**src/rtl/fetch_prefetch_unit.sv**
```systemverilog
// Fetch stage + IF/ID register: single-outstanding imem requests, prefetch FIFO, redirect/stall/flush handling.
// Latency: InstrD loads one cycle after imem_ack at the earliest (no rdata bypass). Optional counters: FETCH_PERF_EN.
// Backpressure: issue gated by StallF/PCWrPendingF/FIFO occupancy; StallD holds IF/ID and stops FIFO pops.
module fetch_prefetch_unit #(
   parameter logic [31:0] PC_RESET  = 32'h00000000,
   parameter int          DEPTH     = 2,
   parameter logic [31:0] NOP_INSTR = 32'hE1A00000
) (
   input  logic        clk,
   input  logic        reset,
   output logic        imem_req,
   output logic [31:0] imem_addr,
   input  logic        imem_ack,
   input  logic [31:0] imem_rdata,
   input  logic        StallF,
   input  logic        StallD,
   input  logic        FlushD,
   input  logic        PCWrPendingF,
   input  logic        BranchTakenD,
   input  logic [31:0] BranchTargetD,
   input  logic        PCSrcW,
   input  logic [31:0] ResultW,
   output logic [31:0] InstrD,
   output logic [31:0] PCPlus8D,
`ifdef FETCH_PERF_EN
   output logic [15:0] perf_redirects,
   output logic [15:0] perf_bubbles,
`endif
   output logic        ValidD
);

   localparam int PTR_W = (DEPTH > 1) ? $clog2(DEPTH) : 1;
   localparam int CNT_W = $clog2(DEPTH + 1);
   localparam logic [CNT_W-1:0] DEPTH_CNT = CNT_W'(DEPTH);

   typedef struct packed {
      logic [31:0] instr;
      logic [31:0] pc;
   } fetchEntry_t;

   fetchEntry_t      fifoMem [DEPTH];
   fetchEntry_t      head;
   logic [PTR_W-1:0] wrPtr, rdPtr;
   logic [CNT_W-1:0] count;
   logic [31:0]      pcF, reqAddr, redirectTarget;
   logic             pending, dropFlag;
   logic             redirect, issue, reqInt, ackSeen;
   logic             pushEn, popEn, loadD, fifoEmpty;

   assign redirect       = PCSrcW | BranchTakenD;
   assign redirectTarget = (PCSrcW ? ResultW : BranchTargetD) & ~32'h3;

   // pending already excludes a second request, so count alone bounds occupancy
   assign issue     = ~pending & (count < DEPTH_CNT) & ~StallF & ~PCWrPendingF & ~redirect;
   assign reqInt    = pending | issue;
   assign imem_req  = reqInt & ~reset;
   assign imem_addr = pending ? reqAddr : pcF;
   assign ackSeen   = imem_ack & reqInt;

   assign fifoEmpty = (count == '0);
   assign loadD     = ~FlushD & ~StallD;
   assign pushEn    = ackSeen & ~dropFlag & ~redirect;
   assign popEn     = loadD & ~fifoEmpty;
   assign head      = fifoMem[rdPtr];

   always_ff @(posedge clk or posedge reset) begin
      if (reset) begin
         pcF      <= PC_RESET;
         reqAddr  <= PC_RESET;
         pending  <= 1'b0;
         dropFlag <= 1'b0;
      end else begin
         pending <= reqInt & ~imem_ack;
         if (issue)
            reqAddr <= pcF;
         if (redirect) begin
            pcF      <= redirectTarget;
            // the in-flight response belongs to the old stream and must be thrown away
            dropFlag <= pending & ~imem_ack;
         end else if (ackSeen) begin
            if (dropFlag)
               dropFlag <= 1'b0;
            else
               pcF <= pcF + 32'd4;
         end
      end
   end

   always_ff @(posedge clk) begin
      if (pushEn)
         fifoMem[wrPtr] <= '{instr: imem_rdata, pc: pcF};
   end

   always_ff @(posedge clk or posedge reset) begin
      if (reset) begin
         wrPtr <= '0;
         rdPtr <= '0;
         count <= '0;
      end else if (redirect) begin
         wrPtr <= '0;
         rdPtr <= '0;
         count <= '0;
      end else begin
         if (pushEn)
            wrPtr <= wrPtr + PTR_W'(1);
         if (popEn)
            rdPtr <= rdPtr + PTR_W'(1);
         case ({pushEn, popEn})
            2'b10:   count <= count + CNT_W'(1);
            2'b01:   count <= count - CNT_W'(1);
            default: count <= count;
         endcase
      end
   end

   always_ff @(posedge clk or posedge reset) begin
      if (reset) begin
         InstrD   <= NOP_INSTR;
         PCPlus8D <= PC_RESET + 32'd8;
         ValidD   <= 1'b0;
      end else if (FlushD) begin
         InstrD <= NOP_INSTR;
         ValidD <= 1'b0;
      end else if (!StallD) begin
         if (!fifoEmpty) begin
            InstrD   <= head.instr;
            PCPlus8D <= head.pc + 32'd8;
            ValidD   <= 1'b1;
         end else begin
            InstrD <= NOP_INSTR;
            ValidD <= 1'b0;
         end
      end
   end

`ifdef FETCH_PERF_EN
   logic bubbleD;
   assign bubbleD = loadD & fifoEmpty;

   always_ff @(posedge clk or posedge reset) begin
      if (reset) begin
         perf_redirects <= '0;
         perf_bubbles   <= '0;
      end else begin
         if (redirect && perf_redirects != 16'hFFFF)
            perf_redirects <= perf_redirects + 16'd1;
         if (bubbleD && perf_bubbles != 16'hFFFF)
            perf_bubbles <= perf_bubbles + 16'd1;
      end
   end
`endif

endmodule

```
**config.mk**
```make
export PLATFORM = sky130hd
export DESIGN_NAME = fetch_prefetch_unit
export DESIGN_NICKNAME = d
export VERILOG_FILES = /design/src/rtl/fetch_prefetch_unit.sv
export SDC_FILE = /design/constraint.sdc
export NUM_CORES = 1
export LEC_CHECK = 0
export ABC_AREA = 1
export BUFFER_PORTS_ARGS = -buffer_cell sky130_fd_sc_hd__buf_2
export CELL_PAD_IN_SITES_DETAIL_PLACEMENT = 0
export CELL_PAD_IN_SITES_GLOBAL_PLACEMENT = 1
export CORE_MARGIN = 4
export CORE_UTILIZATION = 46
export CTS_CLUSTER_DIAMETER = 100
export CTS_CLUSTER_SIZE = 14
export DETAILED_ROUTE_END_ITERATION = 8
export PLACE_DENSITY_LB_ADDON = 0.1
export SLEW_MARGIN = 10
export SYNTH_ARGS = -nofsm -noshare
export SYNTH_HDL_FRONTEND = slang
export SYNTH_SLANG_ARGS = --single-unit
```
**constraint.sdc**
```tcl
create_clock -name clk -period 10.05 [get_ports clk]
set_clock_uncertainty 0.15 [all_clocks]
set_input_delay 1.005 -clock clk [delete_from_list [all_inputs] [get_ports clk]]
set_output_delay 1.005 -clock clk [all_outputs]
set_load 0.05 [all_outputs]
```
======== Yosys cells after proc, flatten, opt, wreduce, memory -nomap -nowiden ========
Memories as Yosys holds them, arrays and structs flattened.
Index checks and enable logic that the tools add are counted.
word-level totals
  bits of input ports ..................... 105
  ROM bits ................................ 0
  memory bits (writable) .................. 128
  memories ................................ 1
  register bits ........................... 135
  logic and storage cells ................. 74
  bits in latches ......................... 0
cells by class
  shift-type cells ........................ 0
  magnitude comparators ................... 1
  reductions and logical operators ........ 7
  multipliers ............................. 0
  bitwise gates (word level) .............. 24
  div/mod/pow operators ................... 0
  multiplexer cells ....................... 21
  add/subtract/negate cells ............... 6
  equal/unequal tests ..................... 4
memory list
  memory   words  width  read ports  clocked after memory_dff  write ports  RTL line  text
  fifoMem  2      64     1           0                         1            41        fetchEntry_t fifoMem [DEPTH];
operators with widths
  cell                                                                      number
  32-bit 2-to-1 mux                                                         8
  32-bit by 3-bit adder with 32-bit output (second input constant)          1
  32-bit by 4-bit adder with 32-bit output (second input constant)          1
  1-bit bitwise AND                                                         12
  1-bit 2-to-1 mux                                                          11
  1-bit NOT                                                                 10
  2-bit nonzero test                                                        3
  2-bit by 1-bit inequality test with 1-bit output (second input constant)  2
  2-bit one-hot mux with 2 select lines                                     1
  3-bit AND reduction                                                       1
  3-bit nonzero test                                                        1
  1-bit adder (second input constant)                                       2
  2-bit by 1-bit adder with 2-bit output (second input constant)            1
  2-bit by 1-bit == test with 1-bit output (second input constant)          1
  2-bit == test (second input constant)                                     1
  2-bit zero test                                                           1
  2-bit less-than comparator (second input constant)                        1
  2-bit 2-to-1 mux                                                          1
  1-bit OR                                                                  2
  2-bit AND reduction                                                       1
  2-bit by 1-bit subtractor with 2-bit output (second input constant)       1

======== Depth between registers and ports, before layout ========
  depth in word-level cells ............... 12
  depth in mapped cells ................... 14

======== Worst setup path before layout ========
Ideal clock, no wire load.
  path kind ............................... in2reg
  from .................................... input PCSrcW
  to ...................................... memory fifoMem[0][10] (netlist name) (enable)
  setup time .............................. 0.483 ns
  stages .................................. 8
  slack ................................... 4.965 ns
  required time ........................... 9.417 ns
  data arrival time ....................... 4.452 ns
  cell sequence ........................... buf_2 > nor2_8 > nand3_4 > nand2_2 > nand3b_4 > inv_2 > nand2_4 > nor2_1
between the ends
  word-level cells in the longest chain between the ends .. 9
ends and longest elaborated chain
  item                                        RTL line  text
  start, declared                             21        input logic PCSrcW,
  1-bit OR (*)                                50        assign redirect = PCSrcW | BranchTakenD;
  1-bit NOT (*)                               54, 62
  1-bit bitwise AND                           54        assign issue = ~pending & (count < DEPTH_CNT) & ~StallF & ~PCWrPendingF & ~redirect;
  1-bit OR                                    55        assign reqInt = pending | issue;
  1-bit bitwise AND                           58        assign ackSeen = imem_ack & reqInt;
  1-bit bitwise AND                           62        assign pushEn = ackSeen & ~dropFlag & ~redirect;
  1-bit bitwise AND (*)                       62
  1-bit 2-to-1 mux (*)                        90        if (pushEn)
  1-bit 2-to-1 mux (not written as such) (*)  91        fifoMem[wrPtr] <= '{instr: imem_rdata, pc: pcF};
  end, declared                               41
Every way passes the cells marked *; elsewhere a longest branch is shown, timed or not.

======== Final worst setup path ========
  from .................................... input PCSrcW
  to ...................................... memory fifoMem[0][9] (netlist name) (enable)
Same word-level chain as after synthesis.

==> results.sh <==
export IMPL_status="complete, no violations"
export IMPL_cts_resized=0
export IMPL_drtIter0Drc=610
export IMPL_routabilityCongestion=0.897
export IMPL_clk_pin_slew_worst_paths_ns=0.06
export IMPL_antenna_found_initial=2
export IMPL_die_area_um2=28500
export IMPL_tightest_slew_ns=0.909
export IMPL_start_kind="input pin"
export IMPL_layout_drive_gt1_share_pct=18.6
export IMPL_crit_path_cell_trace="buf_2, nor2_8, nand3_4, nand2_2, nand3b_4, inv_2, nand2_4, nor2_4, buf_4"
export IMPL_cts_hold_buf=0
export IMPL_ys_seq_area_share_pct=58.6
export IMPL_slew_headroom_pct=39.3
export IMPL_coreArea_um2=25300
export IMPL_critical_path_class="input pin to flop"
export IMPL_dp_hpwl_um=21100
export IMPL_wl_met3_um=1790
export IMPL_cts_tree="done"
export IMPL_fin_util_pct=54.3
export IMPL_grt_pass1_vias=9040
export IMPL_hp_class="flop to flop"
export IMPL_portBuffers=194
export IMPL_netlist_area_um2=11900
export IMPL_final_cell_mix="nand2_1 (449), buf_2 (194), o21ai_0 (145)"
export IMPL_cts_root_buf="clkbuf_16"
export IMPL_post_cts_buffers=0
export IMPL_endpoint_kind="flop"
export IMPL_viasPerCell=4.99
export IMPL_p_leak_nw=6.07
export IMPL_die_width_um=169
export IMPL_drt_total_wl_um=30500
export IMPL_routed_top_layer="met4"
export IMPL_drt_pass1_iterations=5
export IMPL_final_common_cell="nand2_1"
export IMPL_setup_viol=0
export IMPL_finalWorstPathRequiredPeriod_ns=3.99
export IMPL_drc_errors=0
export IMPL_synthesis_instances=1337
export IMPL_ios=203
export IMPL_routedWlPerCell_um=16.4
export IMPL_slowest_stage="buf_4"
export IMPL_grt_use_total_pct=21.3
export IMPL_hold_viol_final=0
export IMPL_dieHeight_um=169
export IMPL_ant_nets=0
export IMPL_max_freq_ghz=0.251
export IMPL_vias=9279
export IMPL_initial_core_util_pct=46.9
export IMPL_maxSlewViolCount=0
export IMPL_htreeDepth=1
export IMPL_finalSetupTns_ns=0
export IMPL_grt_overflow_total=0
export IMPL_clock_path_buffers=3
export IMPL_grt_pass1_wl_um=48400
export IMPL_period_share_pct=39.7
export IMPL_synth_distinct_cells=41
export IMPL_finalNetCount=1617
export IMPL_wl_met2_um=14500
export IMPL_area_growth_pct=15.7
export IMPL_worstPathRequired_ns=10.06
export IMPL_crit_arrival_ns=3.99
export IMPL_grt_max_degree=72
export IMPL_power_density_nw_per_um2=195
export IMPL_syn_avg_cell_area_um2=8.88
export IMPL_synth_seq_cells=253
export IMPL_cts_buffers=22
export IMPL_fillers=2409
export IMPL_clock_latency_ns=0.53
export IMPL_ir_drop_mv=0.136
export IMPL_drv_cap=0
export IMPL_path_max_fanout=61
export IMPL_whs_ns=0.325
export IMPL_ys_warn_count=0
export IMPL_rsz0062_at_grt="no"
export IMPL_cp_slowest_stage_delay_ns=0.62
export IMPL_cts_sinks=253
export IMPL_wl_met1_um=13600
export IMPL_row_count=58
-- cell families (layout without fill, tap and decap cells) --
family          Yosys count  count (layout)  share of synthesized area, %
simple gates            698             698                          24.2
compound gates          202             202                          8.92
fa+ha+maj                 2               2                         0.211
xor+xnor                  7               7                         0.516
buf+inv                 148             334                          5.38
other cells               1               6                        0.0316
mux                      26              26                          2.19
flops                   253             253                          58.6
-- final cells by class --
cell class / instances / area (um2) / share of cell area [%]
well taps: 330 / 413 / 3.00
diodes: 2 / 5.00 / 0.0364
repair buffers: 203 / 1040 / 7.56
clock inverters: 2 / 46.3 / 0.337
multi-input cells: 939 / 4310 / 31.4
flip-flops and latches: 253 / 6960 / 50.7
inverters: 91 / 354 / 2.58
clock buffers: 38 / 611 / 4.44
-- path summary, 6_finish.rpt --
kind,from,end,slack (ns),cells past startpoint
min reg2reg,PCPlus8D[22],PCPlus8D[22],0.32,2
min in group asynchronous,reset,reqAddr[9],0.43,2
min,PCPlus8D[22],PCPlus8D[22],0.32,2
max reg2reg,count[1],fifoMem[0][9],6.39,8
max,PCSrcW,fifoMem[0][9],6.06,9
max in group asynchronous,reset,PCPlus8D[22],8.00,3
-- Yosys cell counts (all sizes together) --
cell type,number,area share (%)
nand3,51,2.3
a31oi,11,0.58
a22oi,2,0.13
o21bai,1,0.063
nor2,166,5.8
clkbuf,31,0.98
edfxtp,124,31
nand2,466,15
ha,2,0.21
dfrtp,122,26
a21oi,29,1.2
clkinv,1,0.032
o21ai,148,6.3
o22ai,4,0.21
o211ai,4,0.25
or2,1,0.053
o221ai,1,0.074
xor2,7,0.52
buf,26,1.5
o31ai,2,0.13
mux2i,26,2.2
dfstp,7,1.5
nand4,9,0.47
nor3,3,0.13
inv,90,2.9
conb,1,0.032
nand3b,2,0.23
-- flip-flops by register name, summed over array words and instances (netlist names) --
register and cells:
wrPtr 1, count 2, fifoMem 124, pending 1, dropFlag 1, rdPtr 1, pcF 30, PCPlus8D 30
InstrD 32, reqAddr 30, ValidD 1
-- metal layers --
| metal | track usage (%) | up-vias |
|---|---|---|
| li1 | - | 4720 |
| met1 | 29.9 | 4273 |
| met2 | 35.2 | 250 |
| met3 | 2.99 | 36 |
| met4 | 5.50 | 0 |
| met5 | 0 | - |
-- through the flow --
| stage | worst slack (ns) | std cells | total power, mW | cell area, um2 |
|---|---|---|---|---|
| after floorplan | 4.97 | 1340 | 1.73 | 11900 |
| after global placement | 5.51 | 1816 | 1.90 | 13100 |
| after detailed placement | 5.45 | 1816 | 1.91 | 13100 |
| after CTS | 5.99 | 1856 | 2.70 | 13700 |
| after global routing | 5.79 | 1858 | 2.81 | 13700 |
| final | 6.06 | 1858 | 2.67 | 13700 |
-- power breakdown --
group | internal, mW | switching [mW]
clock network | 0.419 | 0.370
logic | 0.140 | 0.457
registers | 1.20 | 0.0844
total | 1.76 | 0.912
-- worst max-delay path: cells and delay by family --
family / cells / cell delay (ns)
buffers and inverters: 3 / 1.14
AND/OR/NAND/NOR: 6 / 1.78
No activity file was read; power rests on OpenSTA's default activity.
